### config.mk
export PLATFORM = sky130hd
export DESIGN_NAME = sram_arb_bridge
export DESIGN_NICKNAME = d
export VERILOG_FILES = /design/src/rtl/sram_arb_bridge_pkg.sv /design/src/rtl/sram_port_ctrl.sv /design/src/rtl/sram_arb_bridge.sv
export SDC_FILE = /design/constraint.sdc
export NUM_CORES = 1
export LEC_CHECK = 0
export BUFFER_PORTS_ARGS = -buffer_cell sky130_fd_sc_hd__buf_2
export CAP_MARGIN = 0
export CORE_AREA = 2 2 152 154
export CTS_BUF_LIST = sky130_fd_sc_hd__clkbuf_2 sky130_fd_sc_hd__clkbuf_4 sky130_fd_sc_hd__clkbuf_8
export CTS_CLUSTER_SIZE = 25
export DETAILED_ROUTE_END_ITERATION = 12
export DIE_AREA = 0 0 154 156
export PLACE_DENSITY = 0.83
export SLEW_MARGIN = 20
export SYNTH_ARGS = -nofsm -noshare
export SYNTH_HDL_FRONTEND = slang
export SYNTH_SLANG_ARGS = --single-unit
### constraint.sdc
create_clock -name clk -period 12.65 [get_ports clk]
set_input_delay 1.8975 -clock clk [delete_from_list [all_inputs] [get_ports clk]]
set_output_delay 1.8975 -clock clk [all_outputs]
set_load 0.02 [all_outputs]
### src/rtl/sram_arb_bridge_pkg.sv
// Shared types and constants for the SRAM arbitration bridge.
// Holds the port FSM state encoding, requester/region identifiers, the
// address-region constants and the value returned by unmapped reads.
package sram_arb_bridge_pkg;

  typedef enum logic [2:0] {
    PS_IDLE    = 3'd0,
    PS_RD      = 3'd1,
    PS_WSETUP  = 3'd2,
    PS_WSTROBE = 3'd3,
    PS_WHOLD   = 3'd4,
    PS_DONE    = 3'd5
  } port_state_t;

  typedef enum logic {
    REQ_INST = 1'b0,
    REQ_DATA = 1'b1
  } requester_t;

  typedef enum logic [1:0] {
    RGN_NONE = 2'd0,
    RGN_BASE = 2'd1,
    RGN_EXT  = 2'd2
  } region_t;

  localparam logic [9:0]  REGION_BASE    = 10'h200;
  localparam logic [9:0]  REGION_EXT     = 10'h201;
  localparam logic [31:0] UNMAPPED_RDATA = 32'h0000_0000;

  // Map the top ten address bits onto a target RAM.
  function automatic region_t decode_region(input logic [9:0] hi);
    region_t r;
    r = RGN_NONE;
    if (hi == REGION_BASE) r = RGN_BASE;
    else if (hi == REGION_EXT) r = RGN_EXT;
    return r;
  endfunction

endpackage

### src/rtl/sram_port_ctrl.sv
// Purpose: pin-level access sequencer for one asynchronous SRAM.
// Latency: read = RD_CYC+1 cycles from start to done, write = WR_CYC+3.
// Backpressure: start is only honoured while idle; the caller holds off otherwise.
// Ports: start/start_we/start_addr/start_wdata launch an access (captured on
// the start cycle); idle/done/rd_latch report progress; ram_* drive the SRAM.
module sram_port_ctrl
  import sram_arb_bridge_pkg::*;
#(
  parameter int RD_CYC = 2,
  parameter int WR_CYC = 2
) (
  input  logic        clk,
  input  logic        rst,
  input  logic        start,
  input  logic [3:0]  start_we,
  input  logic [19:0] start_addr,
  input  logic [31:0] start_wdata,
  output logic        idle,
  output logic        done,
  output logic        rd_latch,
  output logic [19:0] ram_addr,
  output logic [3:0]  ram_be_n,
  output logic        ram_ce_n,
  output logic        ram_oe_n,
  output logic        ram_we_n,
  output logic [31:0] ram_dout,
  output logic        ram_doe
);

  localparam logic [3:0] RD_LAST = 4'(RD_CYC - 1);
  localparam logic [3:0] WR_LAST = 4'(WR_CYC - 1);

  port_state_t state, state_nxt;
  logic [3:0]  cnt;
  logic [19:0] addr_q;
  logic [3:0]  be_n_q;
  logic [31:0] dout_q;

  // State register; reset is asynchronous so pins drop to idle immediately.
  always_ff @(posedge clk or posedge rst) begin
    if (rst) state <= PS_IDLE;
    else     state <= state_nxt;
  end

  // Dwell counter restarts on every state change.
  always_ff @(posedge clk or posedge rst) begin
    if (rst)                     cnt <= 4'd0;
    else if (state != state_nxt) cnt <= 4'd0;
    else                         cnt <= cnt + 4'd1;
  end

  // Access parameters are frozen at start so the requester may move on.
  always_ff @(posedge clk or posedge rst) begin
    if (rst) begin
      addr_q <= '0;
      be_n_q <= 4'hF;
      dout_q <= '0;
    end else if (start && state == PS_IDLE) begin
      addr_q <= start_addr;
      be_n_q <= ~start_we;
      dout_q <= start_wdata;
    end
  end

  always_comb begin
    state_nxt = state;
    case (state)
      PS_IDLE:    if (start) state_nxt = (start_we == 4'b0000) ? PS_RD : PS_WSETUP;
      PS_RD:      if (cnt == RD_LAST) state_nxt = PS_DONE;
      PS_WSETUP:  state_nxt = PS_WSTROBE;
      PS_WSTROBE: if (cnt == WR_LAST) state_nxt = PS_WHOLD;
      PS_WHOLD:   state_nxt = PS_DONE;
      PS_DONE:    state_nxt = PS_IDLE;
      default:    state_nxt = PS_IDLE;
    endcase
  end

  always_comb begin
    idle     = (state == PS_IDLE);
    done     = (state == PS_DONE);
    rd_latch = (state == PS_RD) && (cnt == RD_LAST);
    ram_addr = addr_q;
    ram_dout = dout_q;
    ram_be_n = 4'hF;
    ram_ce_n = 1'b1;
    ram_oe_n = 1'b1;
    ram_we_n = 1'b1;
    ram_doe  = 1'b0;
    case (state)
      PS_RD: begin
        ram_ce_n = 1'b0;
        ram_oe_n = 1'b0;
        ram_be_n = 4'h0;
      end
      // Data is driven one cycle either side of the strobe for setup/hold.
      PS_WSETUP, PS_WHOLD: begin
        ram_ce_n = 1'b0;
        ram_be_n = be_n_q;
        ram_doe  = 1'b1;
      end
      PS_WSTROBE: begin
        ram_ce_n = 1'b0;
        ram_be_n = be_n_q;
        ram_doe  = 1'b1;
        ram_we_n = 1'b0;
      end
      default: ;
    endcase
  end

endmodule

### src/rtl/sram_arb_bridge.sv
// Purpose: route inst/data SRAM-style requests to two external SRAMs (base, ext).
// Latency: read RD_CYC+1, write WR_CYC+3 cycles from grant; unmapped 1 cycle.
// Backpressure: a request to a busy RAM waits (en held) with ready low.
// Ports: inst_sram_* / data_sram_* requester side (en held until ready pulse);
// base_ram_* / ext_ram_* SRAM pins, tristate resolved above via *_doe.
module sram_arb_bridge
  import sram_arb_bridge_pkg::*;
#(
  parameter int RD_CYC = 2,
  parameter int WR_CYC = 2
) (
  input  logic        clk,
  input  logic        reset,
  input  logic        inst_sram_en,
  input  logic [3:0]  inst_sram_we,
  input  logic [31:0] inst_sram_addr,
  input  logic [31:0] inst_sram_wdata,
  output logic [31:0] inst_sram_rdata,
  output logic        inst_sram_ready,
  input  logic        data_sram_en,
  input  logic [3:0]  data_sram_we,
  input  logic [31:0] data_sram_addr,
  input  logic [31:0] data_sram_wdata,
  output logic [31:0] data_sram_rdata,
  output logic        data_sram_ready,
  output logic [19:0] base_ram_addr,
  output logic [3:0]  base_ram_be_n,
  output logic        base_ram_ce_n,
  output logic        base_ram_oe_n,
  output logic        base_ram_we_n,
  output logic [31:0] base_ram_dout,
  input  logic [31:0] base_ram_din,
  output logic        base_ram_doe,
  output logic [19:0] ext_ram_addr,
  output logic [3:0]  ext_ram_be_n,
  output logic        ext_ram_ce_n,
  output logic        ext_ram_oe_n,
  output logic        ext_ram_we_n,
  output logic [31:0] ext_ram_dout,
  input  logic [31:0] ext_ram_din,
  output logic        ext_ram_doe
);

  region_t    inst_rgn, data_rgn;
  logic       inst_busy, data_busy;
  logic       inst_req_base, inst_req_ext, data_req_base, data_req_ext;
  logic       base_gnt_inst, base_gnt_data, ext_gnt_inst, ext_gnt_data;
  logic       base_start, ext_start;
  logic       base_idle, base_done, base_rd_latch;
  logic       ext_idle, ext_done, ext_rd_latch;
  requester_t base_owner, ext_owner;
  logic       base_last_data, ext_last_data;
  logic       inst_abort, data_abort;
  logic       inst_un_start, data_un_start, inst_un_done, data_un_done;
  logic       inst_map_done, data_map_done;
  logic [3:0]  base_we_sel, ext_we_sel;
  logic [19:0] base_addr_sel, ext_addr_sel;
  logic [31:0] base_wdata_sel, ext_wdata_sel;
  logic        unused_addr_bits;

  // Word addressing: the byte offset never reaches the pins.
  assign unused_addr_bits = ^{inst_sram_addr[1:0], data_sram_addr[1:0]};

  assign inst_rgn = decode_region(inst_sram_addr[31:22]);
  assign data_rgn = decode_region(data_sram_addr[31:22]);

  // A requester owning an access anywhere (including DONE) issues nothing new.
  assign inst_busy = (!base_idle && base_owner == REQ_INST) ||
                     (!ext_idle  && ext_owner  == REQ_INST);
  assign data_busy = (!base_idle && base_owner == REQ_DATA) ||
                     (!ext_idle  && ext_owner  == REQ_DATA);

  assign inst_req_base = inst_sram_en && !inst_busy && inst_rgn == RGN_BASE;
  assign inst_req_ext  = inst_sram_en && !inst_busy && inst_rgn == RGN_EXT;
  assign data_req_base = data_sram_en && !data_busy && data_rgn == RGN_BASE;
  assign data_req_ext  = data_sram_en && !data_busy && data_rgn == RGN_EXT;

  // Data wins a tie unless this port's previous grant already went to data.
  assign base_gnt_data = base_idle && data_req_base && (!inst_req_base || !base_last_data);
  assign base_gnt_inst = base_idle && inst_req_base && !base_gnt_data;
  assign ext_gnt_data  = ext_idle  && data_req_ext  && (!inst_req_ext  || !ext_last_data);
  assign ext_gnt_inst  = ext_idle  && inst_req_ext  && !ext_gnt_data;

  assign base_start = base_gnt_inst || base_gnt_data;
  assign ext_start  = ext_gnt_inst  || ext_gnt_data;

  assign base_we_sel    = base_gnt_data ? data_sram_we          : inst_sram_we;
  assign base_addr_sel  = base_gnt_data ? data_sram_addr[21:2]  : inst_sram_addr[21:2];
  assign base_wdata_sel = base_gnt_data ? data_sram_wdata       : inst_sram_wdata;
  assign ext_we_sel     = ext_gnt_data  ? data_sram_we          : inst_sram_we;
  assign ext_addr_sel   = ext_gnt_data  ? data_sram_addr[21:2]  : inst_sram_addr[21:2];
  assign ext_wdata_sel  = ext_gnt_data  ? data_sram_wdata       : inst_sram_wdata;

  always_ff @(posedge clk or posedge reset) begin
    if (reset) begin
      base_owner     <= REQ_INST;
      ext_owner      <= REQ_INST;
      base_last_data <= 1'b0;
      ext_last_data  <= 1'b0;
    end else begin
      if (base_start) begin
        base_owner     <= base_gnt_data ? REQ_DATA : REQ_INST;
        base_last_data <= base_gnt_data;
      end
      if (ext_start) begin
        ext_owner     <= ext_gnt_data ? REQ_DATA : REQ_INST;
        ext_last_data <= ext_gnt_data;
      end
    end
  end

  // A requester that drops en mid-access has abandoned it; the RAM cycle
  // still finishes but its completion is swallowed.
  always_ff @(posedge clk or posedge reset) begin
    if (reset) begin
      inst_abort <= 1'b0;
      data_abort <= 1'b0;
    end else begin
      if (base_gnt_inst || ext_gnt_inst)      inst_abort <= 1'b0;
      else if (inst_busy && !inst_sram_en)    inst_abort <= 1'b1;
      if (base_gnt_data || ext_gnt_data)      data_abort <= 1'b0;
      else if (data_busy && !data_sram_en)    data_abort <= 1'b1;
    end
  end

  // Unmapped requests bypass the RAMs and complete on the following cycle.
  assign inst_un_start = inst_sram_en && !inst_busy && inst_rgn == RGN_NONE && !inst_un_done;
  assign data_un_start = data_sram_en && !data_busy && data_rgn == RGN_NONE && !data_un_done;

  always_ff @(posedge clk or posedge reset) begin
    if (reset) begin
      inst_un_done <= 1'b0;
      data_un_done <= 1'b0;
    end else begin
      inst_un_done <= inst_un_start;
      data_un_done <= data_un_start;
    end
  end

  assign inst_map_done = (base_done && base_owner == REQ_INST) ||
                         (ext_done  && ext_owner  == REQ_INST);
  assign data_map_done = (base_done && base_owner == REQ_DATA) ||
                         (ext_done  && ext_owner  == REQ_DATA);

  assign inst_sram_ready = (inst_map_done && !inst_abort) || inst_un_done;
  assign data_sram_ready = (data_map_done && !data_abort) || data_un_done;

  // Read data is latched straight from the pins on the last OE cycle so it
  // is already valid while ready pulses.
  always_ff @(posedge clk or posedge reset) begin
    if (reset) begin
      inst_sram_rdata <= '0;
    end else if (inst_un_start && inst_sram_we == 4'b0000) begin
      inst_sram_rdata <= UNMAPPED_RDATA;
    end else if (base_rd_latch && base_owner == REQ_INST && !inst_abort) begin
      inst_sram_rdata <= base_ram_din;
    end else if (ext_rd_latch && ext_owner == REQ_INST && !inst_abort) begin
      inst_sram_rdata <= ext_ram_din;
    end
  end

  always_ff @(posedge clk or posedge reset) begin
    if (reset) begin
      data_sram_rdata <= '0;
    end else if (data_un_start && data_sram_we == 4'b0000) begin
      data_sram_rdata <= UNMAPPED_RDATA;
    end else if (base_rd_latch && base_owner == REQ_DATA && !data_abort) begin
      data_sram_rdata <= base_ram_din;
    end else if (ext_rd_latch && ext_owner == REQ_DATA && !data_abort) begin
      data_sram_rdata <= ext_ram_din;
    end
  end

  sram_port_ctrl #(.RD_CYC(RD_CYC), .WR_CYC(WR_CYC)) u_base (
    .clk         (clk),
    .rst         (reset),
    .start       (base_start),
    .start_we    (base_we_sel),
    .start_addr  (base_addr_sel),
    .start_wdata (base_wdata_sel),
    .idle        (base_idle),
    .done        (base_done),
    .rd_latch    (base_rd_latch),
    .ram_addr    (base_ram_addr),
    .ram_be_n    (base_ram_be_n),
    .ram_ce_n    (base_ram_ce_n),
    .ram_oe_n    (base_ram_oe_n),
    .ram_we_n    (base_ram_we_n),
    .ram_dout    (base_ram_dout),
    .ram_doe     (base_ram_doe)
  );

  sram_port_ctrl #(.RD_CYC(RD_CYC), .WR_CYC(WR_CYC)) u_ext (
    .clk         (clk),
    .rst         (reset),
    .start       (ext_start),
    .start_we    (ext_we_sel),
    .start_addr  (ext_addr_sel),
    .start_wdata (ext_wdata_sel),
    .idle        (ext_idle),
    .done        (ext_done),
    .rd_latch    (ext_rd_latch),
    .ram_addr    (ext_ram_addr),
    .ram_be_n    (ext_ram_be_n),
    .ram_ce_n    (ext_ram_ce_n),
    .ram_oe_n    (ext_ram_oe_n),
    .ram_we_n    (ext_ram_we_n),
    .ram_dout    (ext_ram_dout),
    .ram_doe     (ext_ram_doe)
  );

endmodule

---- After elaboration in Yosys (flattened, before gate mapping) ----
Index checks and enable logic that the tools add are counted.
word-level totals
  output and inout bits ................... 186
  flip-flop bits (word level) ............. 198
  bits of input ports ..................... 204
  word-level logic and storage cells ...... 180
operators by class
  multiplexer cells ....................... 44
  bitwise gates (word level) .............. 4
  eq/ne operators ......................... 22
  reductions and logical operators ........ 88
  $add $sub $neg .......................... 2
operators with widths
  operator                                                                number
  32-bit two-way mux                                                      8
  1-bit logical AND                                                       44
  10-bit equality test (second input constant)                            4
  20-bit two-way mux                                                      2
  3-bit one-hot mux with 5 select lines                                   2
  3-bit two-way mux                                                       6
  1-bit logical NOT                                                       16
  4-bit logical NOT                                                       4
  4-bit two-way mux                                                       4
  4-bit one-hot mux with 2 select lines                                   2
  1-bit two-way mux                                                       14
  3-bit by 2-bit equality test with 1-bit output (second input constant)  4
  3-bit equality test (second input constant)                             4
  1-bit logical OR                                                        12
  2-bit two-way mux                                                       6
  4-bit by 1-bit adder with 4-bit output (second input constant)          2
  4-bit by 1-bit equality test with 1-bit output (second input constant)  2
  4-bit NOT                                                               2
  4-bit OR reduction                                                      2
  3-bit by 1-bit equality test with 1-bit output (second input constant)  2
  3-bit logical NOT                                                       2
  3-bit inequality test                                                   2
  3-bit nonzero test                                                      2
  3-bit OR reduction                                                      2
  5 further kinds                                                         10

---- Depth between registers and ports, before layout ----
  word-level depth ........................ 17
  depth in mapped cells ................... 9
  mapped depth without buffers ............ 7

---- Modules after synthesis ----
A second synthesis with hierarchy kept.
second synthesis, totals
  cell total of the unflattened synthesis .. 816
  area, all modules ....................... 10,720.3 µm²
by module, submodules not included
  module           instances  seq. area each (µm²)  area each (µm²)  cells an instance
  sram_port_ctrl   2          1,581.5               2,790.2          173
  sram_arb_bridge  1          1,751.7               5,139.9          470

---- Worst setup path before layout ----
No wires, ideal clock.
  kind .................................... in2reg
  start ................................... in inst_sram_addr[23]
  end ..................................... reg u_base.state[1]
  arrival time ............................ 3.514 ns
  stages .................................. 5
  data required time ...................... 12.531 ns
  library setup time ...................... 0.119 ns
  path buffers ............................ 0
  path slack .............................. 9.017 ns
  path through ............................ or4b_1 or4_1 a311o_1 a32oi_1 a21bo_1
on the way
  longest elaborated chain between the ends .. 13
  elaborated cells between the ends (all ways) .. 18
  classes of those cells .................. eq/ne: 3; mux: 6; reduce/logical: 9
RTL lines
  what                                                           line                                          source
  from (decl)                                                    sram_arb_bridge.sv:16                         input logic [31:0] inst_sram_addr,
  10-bit equality test                                           sram_arb_bridge_pkg.sv:35                     else if (hi == REGION_EXT) r = RGN_EXT;
  2-bit two-way mux                                              sram_arb_bridge_pkg.sv:35
  2-bit two-way mux (*)                                          sram_arb_bridge_pkg.sv:34                     if (hi == REGION_BASE) r = RGN_BASE;
  2-bit by 1-bit equality test with 1-bit output (*)             sram_arb_bridge.sv:73                         assign inst_req_base = inst_sram_en && !inst_busy && inst_rgn == RGN_BASE;
  1-bit logical AND (*)                                          sram_arb_bridge.sv:73
  1-bit logical NOT                                              sram_arb_bridge.sv:79                         assign base_gnt_data = base_idle && data_req_base && (!inst_req_base || !base_last_data);
  1-bit logical OR                                               sram_arb_bridge.sv:79
  1-bit logical AND                                              sram_arb_bridge.sv:79
  4-bit two-way mux / 1-bit logical NOT (equally long branches)  sram_arb_bridge.sv:87, sram_arb_bridge.sv:80
  4-bit logical NOT / 1-bit logical AND (equally long branches)  sram_port_ctrl.sv:68, sram_arb_bridge.sv:80
  2-bit two-way mux / 1-bit logical OR (equally long branches)   sram_port_ctrl.sv:68, sram_arb_bridge.sv:84
  3-bit two-way mux (*)                                          sram_port_ctrl.sv:68                          PS_IDLE: if (start) state_nxt = (start_we == 4'b0000) ? PS_RD : PS_WSETUP;
  3-bit one-hot mux with 5 select lines (*)                      sram_port_ctrl.sv:67                          case (state)
  via u_base.state_nxt[1]                                        sram_port_ctrl.sv:33                          port_state_t state, state_nxt;
  to (signal assigned)                                           sram_port_ctrl.sv:42                          else state <= state_nxt;
  to (decl)                                                      sram_port_ctrl.sv:33
The timed path passes the listed nets; every way through them passes the cells marked *.
A chain may end at the register's enable or synchronous reset.

---- Worst setup path after layout ----
  start ................................... in data_sram_addr[23]
  end ..................................... reg u_base.dout_q[0] (netlist: u_base.ram_dout[0])
on the way
  longest elaborated chain between the ends .. 11
  elaborated cells between the ends (all ways) .. 13
  classes of those cells .................. eq/ne: 3; mux: 3; reduce/logical: 7
RTL lines
  what                                                line                       source
  from (decl)                                         sram_arb_bridge.sv:22      input logic [31:0] data_sram_addr,
  10-bit equality test                                sram_arb_bridge_pkg.sv:35
  2-bit two-way mux                                   sram_arb_bridge_pkg.sv:35
  2-bit two-way mux (*)                               sram_arb_bridge_pkg.sv:34
  2-bit by 1-bit equality test with 1-bit output (*)  sram_arb_bridge.sv:75      assign data_req_base = data_sram_en && !data_busy && data_rgn == RGN_BASE;
  1-bit logical AND (*)                               sram_arb_bridge.sv:75
  1-bit logical AND (*) (2 in series)                 sram_arb_bridge.sv:79
  1-bit logical NOT                                   sram_arb_bridge.sv:80      assign base_gnt_inst = base_idle && inst_req_base && !base_gnt_data;
  1-bit logical AND                                   sram_arb_bridge.sv:80
  1-bit logical OR                                    sram_arb_bridge.sv:84      assign base_start = base_gnt_inst || base_gnt_data;
  1-bit logical AND                                   sram_port_ctrl.sv:58       end else if (start && state == PS_IDLE) begin
  to (signal assigned)                                sram_port_ctrl.sv:61       dout_q <= start_wdata;
  to (decl)                                           sram_port_ctrl.sv:37       logic [31:0] dout_q;
Mark *: on every way between the ends. The rest lies on a longest branch, timed or not.

==> flow_summary_export.csv <==
group,metric,value,unit
outcome,status,"finished clean",
timing,setup_tns,0,ps
cells_and_area,syn2layout_area_growth,23.98,%
setup_path,crit_chain,"buf_2 > nor3_1 > and4_2 > buf_4 > a22oi_2 > nor2_4 > buf_4 > a21o_1",
detailed_routing,num_vias,10460,
die,die_w,154,um
setup_path,crit_start,"data_sram_addr[23]",
die,rows,55,
clock_tree,path_clk_slew,110,ps
detailed_routing,ant_nets,0,
clock_tree,cts_buffers,17,
die,die_h,156,um
detailed_routing,wirelength,35510,um
setup_path,crit_slowest_cell,"buf_4",
setup_path,max_stage_delay,610,ps
min_path,hold_class,"flip-flop to flip-flop",
synthesis,syn-num-nets,1301,
synthesis,ys_types,62,
cells_and_area,nFillCells,1967,
timing,max_freq,0.2439,GHz
synthesis,synthArstFlopShare,100.0,%
place,place_hpwl,23010,um
job,drv_cap,0,
setup_path,arrival,4500,ps
timing,finalHoldViolCount,0,
setup_path,crit_type,"input port to flip-flop",
pwr,max-vdd-ir-drop,113.9,uV
clock_tree,post_cts_buffers,0,
synthesis,synth_seq_cells,196,
synthesis,yosysSeqAreaShare,47.41,%
global_routing,grt_max_degree,134,
clock_tree,ctsHoldBuffers,0,
pwr,power,1.980,mW
global_routing,grt_pass1_wl,55120,um
setup_path,crit_top_cell,"buf_4",
timing,worst_pin_slew,1131,ps
setup_path,rr_startpoint,"u_ext.state[2]$_DFF_PP0_",
detailed_routing,first_pass_iters,7,
cells_and_area,multi_input_area,4845,um2
timing,fin_skew,27.94,ps
die,ios,390,
clock_tree,clock_sinks,196,
detailed_routing,drtIter0Drc,1141,
setup_path,start_kind,"input port",
place,place.gp.congestion,0.8999,
setup_path,critPathBufInv,3,
cells_and_area,fin_area,12850,um2
setup_path,worst_path_dominant_cell_family,"buffers and inverters",
timing,slew_viol_final,0,
detailed_routing,drc,0,
die,dieArea,24020,um2
clock_tree,htreeDepth,4,
pwr,p_int,1.133,mW
pwr,power_frac_clock,20.9,%
cells_and_area,fin_nets,1617,
clock_tree,clock_latency,490,ps
detailed_routing,wire_per_inst,20.65,um
cells_and_area,final_cell_mix,"buf_2 (385), dfrtp_1 (188), nand3_1 (110)",
cells_and_area,mostFrequentLayoutCell,"buf_2",
place,numPortBuffers,385,
detailed_routing,vias_per_cell,6.086,
die,core,22370,um2
global_routing,grt_antenna_before_repair,13,
clock_tree,clock-root-buffer,"clkbuf_8",
pwr,switching_share,42.80,%
pwr,power_density,154.1,nW/um2
synthesis,syn_avg_cell_area,9.484,um2
cells_and_area,drive_above_1_share,33.05,%
global_routing,grt_pass1_vias,10590,
pwr,share_seq_of_total_power,41.7,%
global_routing,globalRouteTotalUtil,28.81,%
pwr,p_comb_share,37.4,%
synthesis,synth_flop_cell,"dfrtp_1",
timing,finalCriticalPeriod,4100,ps
place,dpl_cell_area,12420,um2
synthesis,synth_edf_count,0,
min_path,min-delay-start,"data_un_done$_DFF_PP0_",
global_routing,overflow,0,
timing,setup_violations,0,
setup_path,end_kind,"flip-flop",
timing,rsz0062_at_grt,"false",
synthesis,synth_area,10370,um2
setup_path,cp.required,13050,ps
clock_tree,clock_path_buffers,2,
timing,slew_headroom,24.60,%
pwr,p_leak,6.566,nW
die,initial_core_util,46.35,%
cells_and_area,register_area,4915,um2
setup_path,cp_max_fo,63,
clock_tree,cts.repair.resized,0,
timing,fin_crit_sh,32.41,%
clock_tree,cts_tree,"built",
synthesis,synth_cells,1093,
pwr,p_sw,0.8474,mW
synthesis,yosysWarnings,0,
flip-flops by register name (all words and copies together), names as in the netlist:
name	count
base_owner	1
data_abort	1
data_sram_rdata	32
data_un_done	1
ext_owner	1
inst_abort	1
inst_sram_rdata	32
inst_un_done	1
u_base.be_n_q	4
u_base.cnt	4
u_base.ram_addr	20
u_base.ram_dout	32
u_base.state	3
u_ext.be_n_q	4
u_ext.cnt	4
u_ext.ram_addr	20
u_ext.ram_dout	32
u_ext.state	3
synth_stat cells (3+ instances only):
| cell | count | area share, % |
|---|---|---|
| a211oi_1 | 65 | 4.7 |
| a21o_1 | 54 | 3.9 |
| a21oi_1 | 6 | 0.29 |
| and4b_1 | 3 | 0.29 |
| buf_1 | 6 | 0.22 |
| buf_2 | 14 | 0.68 |
| buf_6 | 7 | 0.76 |
| clkbuf_1 | 80 | 2.9 |
| dfrtp_1 | 188 | 45 |
| dfstp_2 | 8 | 2.0 |
| ha_1 | 4 | 0.48 |
| inv_1 | 61 | 2.2 |
| mux2_2 | 5 | 0.54 |
| mux2i_1 | 68 | 6.6 |
| nand2_1 | 17 | 0.62 |
| nand3_1 | 112 | 5.4 |
| nand4_1 | 53 | 3.2 |
| nand4b_1 | 3 | 0.25 |
| nor2_1 | 89 | 3.2 |
| nor2b_1 | 5 | 0.30 |
| nor3_1 | 13 | 0.63 |
| nor4b_1 | 3 | 0.25 |
| o2111ai_1 | 54 | 4.6 |
| o211ai_1 | 4 | 0.29 |
| o21a_1 | 8 | 0.58 |
| o21ai_0 | 109 | 5.3 |
| o21ai_1 | 5 | 0.24 |
| or3_1 | 3 | 0.18 |
cells by family after synthesis:
kind of cell / share of synthesized area [%]
compound gates: 21.80
simple gates: 15.85
mux: 7.363
xor+xnor: 0.3380
flops: 47.41
fa+ha+maj: 0.4828
buf+inv: 6.759
layer usage:
metal | up-vias | track usage, % | routed length (um)
met4 | 2 | 17.36 | 1539
met1 | 4974 | 33.31 | 13170
met5 | - | 0 | 12
met3 | 108 | 8.694 | 3852
li1 | 4701 | - | -
met2 | 677 | 47.41 | 16930
power by group through the flow:
stage | Combinational (mW) | Sequential, mW | Clock [mW]
4_1_cts | 0.737 | 0.825 | 0.423
3_5_place_dp | 0.734 | 0.837 | 0
5_1_grt | 0.798 | 0.842 | 0.444
3_3_place_gp | 0.723 | 0.830 | 0
6_report | 0.740 | 0.826 | 0.413
2_1_floorplan | 0.357 | 0.941 | 0
worst reg2reg max path, stage by stage, from the launching register on:
cell and delay (ps):
dfrtp_1 510, nor3_2 520, buf_4 890, o211a_1 300, a22o_1 210, buf_4 510
o21ai_0 240, a21o_1 240
through the flow:
step	utilization (%)	worst slack [ps]	std cells	hold WS, ps
3_3_place_gp	55.54	8213	1675	433.2
5_1_grt	57.47	8447	1719	474.7
3_5_place_dp	55.54	8188	1675	434.1
4_1_cts	57.33	8660	1707	446.5
2_1_floorplan	-	5425	1093	409.9
6_report	57.47	8550	1719	451.3
path summary, 6_finish.rpt:
kind / end / slack [ps] / depth (start not counted)
hold / removal: data_un_done$_DFF_PP0_ / 450 / 1
max in group asynchronous: data_sram_rdata[3]$_DFFE_PP0P_ / 9560 / 3
setup reg to reg: u_base.ram_dout[0]$_DFFE_PP0P_ / 9140 / 7
min in group asynchronous: u_base.ram_dout[26]$_DFFE_PP0P_ / 1550 / 2
hold reg to reg: data_un_done$_DFF_PP0_ / 450 / 1
setup / recovery: u_base.ram_dout[0]$_DFFE_PP0P_ / 8550 / 8
layout make-up:
| cell class | instances | area share [%] |
|---|---|---|
| Sequential cell | 196 | 38.24 |
| Multi-Input combinational cell | 729 | 37.69 |
| Timing Repair Buffer | 404 | 16.10 |
| Tap cell | 285 | 2.775 |
| Clock buffer | 18 | 1.879 |
| Inverter | 61 | 1.840 |
| Clock inverter | 14 | 1.236 |
| Antenna cell | 12 | 0.2336 |
Note: power is estimated with default switching activity, not from simulation.
